`config.mk`:
```
export PLATFORM = sky130hd
export DESIGN_NAME = jk_cmd_sequencer
export DESIGN_NICKNAME = d
export VERILOG_FILES = /design/src/rtl/jk_cmd_sequencer.sv
export SDC_FILE = /design/constraint.sdc
export NUM_CORES = 1
export LEC_CHECK = 0
export CAP_MARGIN = 20
export CORE_MARGIN = 3
export CORE_UTILIZATION = 43
export CTS_CLUSTER_DIAMETER = 60
export DETAILED_ROUTE_END_ITERATION = 6
export SLEW_MARGIN = 20
export SYNTH_ARGS = -nofsm -noshare
export SYNTH_HDL_FRONTEND = slang
export SYNTH_SLANG_ARGS = --single-unit
export TNS_END_PERCENT = 20
```
`constraint.sdc`:
```
create_clock -name clk -period 2.1 [get_ports clk]
set_clock_uncertainty 0.05 [all_clocks]
set_input_delay 0.21 -clock clk [delete_from_list [all_inputs] [get_ports clk]]
set_output_delay 0.21 -clock clk [all_outputs]
set_load 0.02 [all_outputs]
```
`src/rtl/jk_cmd_sequencer.sv`:
```
// Command-queued JK flip-flop bank driver: FIFO of {op, mask, repeat} commands issued as registered J/K drive.
// Optional macro JK_SEQ_SHADOW_EN adds shadow_q, a model of the driven JK bank.
module jk_cmd_sequencer #(
    parameter int unsigned WIDTH = 8,
    parameter int unsigned DEPTH = 4,
    parameter int unsigned CNT_W = 4
) (
    input  logic             clk,
    input  logic             rst,
    input  logic             cmd_valid,
    output logic             cmd_ready,
    input  logic [1:0]       cmd_op,
    input  logic [WIDTH-1:0] cmd_mask,
    input  logic [CNT_W-1:0] cmd_rpt,
    output logic [WIDTH-1:0] j,
    output logic [WIDTH-1:0] k,
`ifdef JK_SEQ_SHADOW_EN
    output logic [WIDTH-1:0] shadow_q,
`endif
    output logic             busy
);

    localparam int unsigned AW = $clog2(DEPTH);
    localparam int unsigned PW = AW + 1;

    typedef struct packed {
        logic [1:0]       op;
        logic [WIDTH-1:0] mask;
        logic [CNT_W-1:0] rpt;
    } cmd_t;

    typedef enum logic {S_IDLE = 1'b0, S_ISSUE = 1'b1} state_t;

    cmd_t             r_mem [DEPTH];
    logic [PW-1:0]    r_wr_ptr, r_rd_ptr;
    state_t           r_state, w_state_nxt;
    logic [CNT_W-1:0] r_cnt, w_cnt_nxt;
    logic [WIDTH-1:0] r_j, r_k, w_j_nxt, w_k_nxt;
    logic             w_empty, w_full, w_push, w_pop, w_load;
    cmd_t             w_head, w_in;

    // Extra pointer bit separates full from empty when the indices match
    assign w_empty = (r_wr_ptr == r_rd_ptr);
    assign w_full  = (r_wr_ptr[AW] != r_rd_ptr[AW]) && (r_wr_ptr[AW-1:0] == r_rd_ptr[AW-1:0]);
    assign w_push  = cmd_valid && !w_full && !rst;
    assign w_head  = r_mem[r_rd_ptr[AW-1:0]];
    assign w_in    = '{op: cmd_op, mask: cmd_mask, rpt: cmd_rpt};

    assign cmd_ready = !w_full;
    assign busy      = (r_state == S_ISSUE) || !w_empty;
    assign j         = r_j;
    assign k         = r_k;

    always_ff @(posedge clk) begin
        if (rst) r_state <= S_IDLE;
        else     r_state <= w_state_nxt;
    end

    // Next state, pop decision and the J/K drive for the coming cycle
    always_comb begin
        w_state_nxt = r_state;
        w_cnt_nxt   = r_cnt;
        w_j_nxt     = r_j;
        w_k_nxt     = r_k;
        w_pop       = 1'b0;
        w_load      = 1'b0;
        case (r_state)
            S_IDLE: begin
                w_j_nxt = '0;
                w_k_nxt = '0;
                if (!w_empty) w_load = 1'b1;
            end
            S_ISSUE: begin
                w_cnt_nxt = r_cnt - CNT_W'(1);
                if (r_cnt <= CNT_W'(1)) begin
                    if (!w_empty) begin
                        w_load = 1'b1;
                    end else begin
                        w_state_nxt = S_IDLE;
                        w_j_nxt     = '0;
                        w_k_nxt     = '0;
                    end
                end
            end
            default: w_state_nxt = S_IDLE;
        endcase
        if (w_load) begin
            w_pop       = 1'b1;
            w_state_nxt = S_ISSUE;
            w_cnt_nxt   = (w_head.rpt == '0) ? CNT_W'(1) : w_head.rpt;
            w_j_nxt     = {WIDTH{w_head.op[1]}} & w_head.mask;
            w_k_nxt     = {WIDTH{w_head.op[0]}} & w_head.mask;
        end
    end

    always_ff @(posedge clk) begin
        if (rst) begin
            r_wr_ptr <= '0;
            r_rd_ptr <= '0;
            r_cnt    <= '0;
            r_j      <= '0;
            r_k      <= '0;
        end else begin
            if (w_push) r_wr_ptr <= r_wr_ptr + PW'(1);
            if (w_pop)  r_rd_ptr <= r_rd_ptr + PW'(1);
            r_cnt <= w_cnt_nxt;
            r_j   <= w_j_nxt;
            r_k   <= w_k_nxt;
        end
    end

    always_ff @(posedge clk) begin
        if (w_push) r_mem[r_wr_ptr[AW-1:0]] <= w_in;
    end

`ifdef JK_SEQ_SHADOW_EN
    // Q+ = J & ~Q | ~K & Q, using the drive presented during the cycle just ended
    always_ff @(posedge clk) begin
        if (rst) shadow_q <= '0;
        else     shadow_q <= (r_j & ~shadow_q) | (~r_k & shadow_q);
    end
`endif

endmodule

```
==> results.sh <==
export IMPL_final_common_cell="edfxtp_1"
export IMPL_antenna_left=0
export IMPL_wl_per_cell_um=16.44
export IMPL_hold_buffers=0
export IMPL_viasPerCell=5.130
export IMPL_die_w_um=94.74
export IMPL_avgSynthCellArea_um2=16.12
export IMPL_grt_busiest_layer="met1"
export IMPL_clk_pin_slew_ps=80
export IMPL_dieArea_um2=8975
export IMPL_cts_buffers=9
export IMPL_vias=1857
export IMPL_crit_slowest_cell="dfxtp_1"
export IMPL_cts_setup_buffers=0
export IMPL_max_slew_margin=0.7591
export IMPL_yosys_warnings=0
export IMPL_coreArea_um2=7447
export IMPL_place_gp_congestion=0.7833
export IMPL_met1_usage=0.2196
export IMPL_grt_pass1_wl_um=9673
export IMPL_use_met2=0.2067
export IMPL_syn_nets=234
export IMPL_cp_data_required_time_ps=1840
export IMPL_syn_to_final_growth_pct=21.32
export IMPL_peakVddDrop_v=0.0004334
export IMPL_slew_violations=0
export IMPL_post_route_period_util=0.9452
export IMPL_cts_sinks=85
export IMPL_min_period_ps=1985
export IMPL_final_nets=282
export IMPL_grt_max_degree=30
export IMPL_status="completed"
export IMPL_maxCapViolations=0
export IMPL_end_kind="primary output"
export IMPL_setup_viol=0
export IMPL_synthCells=210
export IMPL_antenna_found_initial=0
export IMPL_syn_area_um2=3386
export IMPL_clk_latency_ps=350
export IMPL_htreeDepth=3
export IMPL_worstRegToRegCells=7
export IMPL_first_pass_iters=4
export IMPL_crit_type="reg -> out"
export IMPL_startpoint_type="flop"
export IMPL_drtIter0Drc=80
export IMPL_cp_max_fo=5
export IMPL_io_buffers=34
export IMPL_track_usage=0.1480
export IMPL_drive_above_1_share=0.2395
export IMPL_crit_chain="xor2_2 -> nand3b_2 -> nor2_2 -> inv_2 -> dlygate4sd2_1"
export IMPL_rows=31
export IMPL_final_util=0.5516
export IMPL_grt_overflow=0
export IMPL_power_density_nw_per_um2=1177
export IMPL_cpPeakStageDelay_ps=350
export IMPL_setup_tns_ps=0
export IMPL_ys_ff_latch=85
export IMPL_met3_usage=0.02789
export IMPL_dp_hpwl_um=4066
export IMPL_tightest_slew_ps=360.9
export IMPL_rsz0062_at_grt="no"
export IMPL_grt_pass1_vias=1816
export IMPL_whs_path_depth=1
export IMPL_drc=0
export IMPL_fmax_ghz=0.5038
export IMPL_routed_wl_um=5950
export IMPL_hold_viol=0
export IMPL_diodes=0
export IMPL_cp_arrival_ps=1720
export IMPL_start_util=0.4546
export IMPL_power_leakage_nw=1.369
export IMPL_hold_path_class="in -> reg"
export IMPL_cts_root_buf="clkbuf_8"
export IMPL_die_h_um=94.74
export IMPL_ioPinCount=35
export IMPL_cts_tree="built"
export IMPL_synth_cell_types=39
export IMPL_most_common_layout_cells="edfxtp_1 (56), clkdlybuf4s50_1 (33), dfxtp_1 (29), nor2_1 (23), mux4_2 (14)"
export IMPL_clk_path_buf_depth=2
export IMPL_ys_seq_area_frac=0.6681
path summary, 6_finish.rpt:
| path | from | to | slack [ps] |
|---|---|---|---|
| max | r_rd_ptr[2] | busy | 120 |
| min | cmd_mask[6] | r_mem[1][10] | 440 |
| max reg2reg | r_cnt[0] | j[1] | 330 |
| min reg2reg | k[1] | k[1] | 470 |
Yosys cell counts:
| cell type | number | area [µm²] |
|---|---|---|
| nand3b_2 | 1 | 11.26 |
| mux2i_1 | 1 | 10.01 |
| nor2_2 | 1 | 6.260 |
| o31a_1 | 1 | 8.760 |
| dfxtp_1 | 29 | 580.6 |
| ha_1 | 7 | 87.58 |
| xnor2_2 | 1 | 16.27 |
| xor2_1 | 2 | 17.52 |
| buf_6 | 4 | 45.04 |
| o21ai_1 | 1 | 5.000 |
| nor2_8 | 1 | 20.02 |
| edfxtp_1 | 56 | 1682 |
| a211oi_1 | 2 | 15.01 |
| clkbuf_1 | 3 | 11.26 |
| nand2_1 | 6 | 22.52 |
| a22oi_2 | 10 | 125.1 |
| nand3_1 | 2 | 10.01 |
| nand4b_1 | 1 | 8.760 |
| nand2b_1 | 2 | 12.51 |
| mux4_2 | 14 | 315.3 |
| o21a_1 | 1 | 7.510 |
| and3b_4 | 1 | 12.51 |
| and2_1 | 4 | 25.02 |
| a21oi_1 | 6 | 30.03 |
| o31ai_2 | 1 | 12.51 |
| nor3_1 | 2 | 10.01 |
| xnor2_1 | 4 | 35.03 |
| a31oi_1 | 1 | 6.260 |
| inv_2 | 1 | 3.750 |
| inv_1 | 5 | 18.77 |
| a311oi_2 | 1 | 15.01 |
| o22ai_1 | 1 | 6.260 |
| buf_2 | 3 | 15.01 |
| o32ai_1 | 1 | 8.760 |
| and3_4 | 1 | 11.26 |
| nor3_2 | 2 | 20.02 |
| and3_1 | 1 | 6.260 |
| nor2_1 | 23 | 86.33 |
| a22oi_1 | 6 | 45.04 |
layer usage:
layer / up-vias / wire length (µm)
li1: 895 / -
met1: 915 / 2877
met2: 36 / 2728
met3: 11 / 215
met4: 0 / 128
met5: - / 0
kinds of logic after synthesis:
logic type | after synthesis | share of synthesized area
compound gates | 32 | 0.08426
xor+xnor | 7 | 0.02033
fa+ha+maj | 7 | 0.02587
buf+inv | 16 | 0.02771
flops | 85 | 0.6681
mux | 15 | 0.09608
simple gates | 48 | 0.07760
power breakdown:
part           internal (mW)  switching, mW  leakage [nW]
Combinational          0.807          0.904         0.546
Clock                  0.426          0.573        0.0776
Sequential              1.96          0.158         0.746
worst max-delay path, delay by kind of cell (launching register included):
kind / cells / cell delay [ps]
xor gates and xnor gates: 1 / 200
DFF: 1 / 350
and+or+nand+nor: 2 / 430
buffers and inverters: 2 / 400
through the flow:
step | instance area [µm²] | cells | power, mW | setup WS (ps) | hold slack [ps]
5_1_grt | 4108 | 362 | 5.140 | 17.26 | 439.3
6_report | 4108 | 362 | 4.834 | 115.1 | 444.6
4_1_cts | 4108 | 362 | 4.896 | 94.97 | 429.8
3_5_place_dp | 3926 | 346 | 3.892 | 169.7 | 457.8
2_1_floorplan | 3386 | 210 | 3.392 | 399.0 | 258.9
3_3_place_gp | 3926 | 346 | 3.878 | 216.0 | 445.2
repair_timing:
| action | CTS | global route |
|---|---|---|
| setup endpoints to repair | 2 | 0 |
| gates resized for setup | 3 | 0 |
| endpoints found under the hold margin | 0 | 0 |
flip-flops by register name (all words and copies together) (netlist names), named ones only:
signal	cells
r_cnt	4
r_mem	56
r_rd_ptr	3
j	8
r_state	1
k	8
r_wr_ptr	3
area by class of cell:
class	instances	area, µm²
Clock buffer	10	127.6
Timing Repair Buffer	47	486.7
Sequential cell	85	2262
Fill cell	656	3339
Clock inverter	6	40.04
Tap cell	99	123.9
Inverter	6	22.52
Multi-Input combinational cell	109	1045
Power figures use the tool's default switching activity.
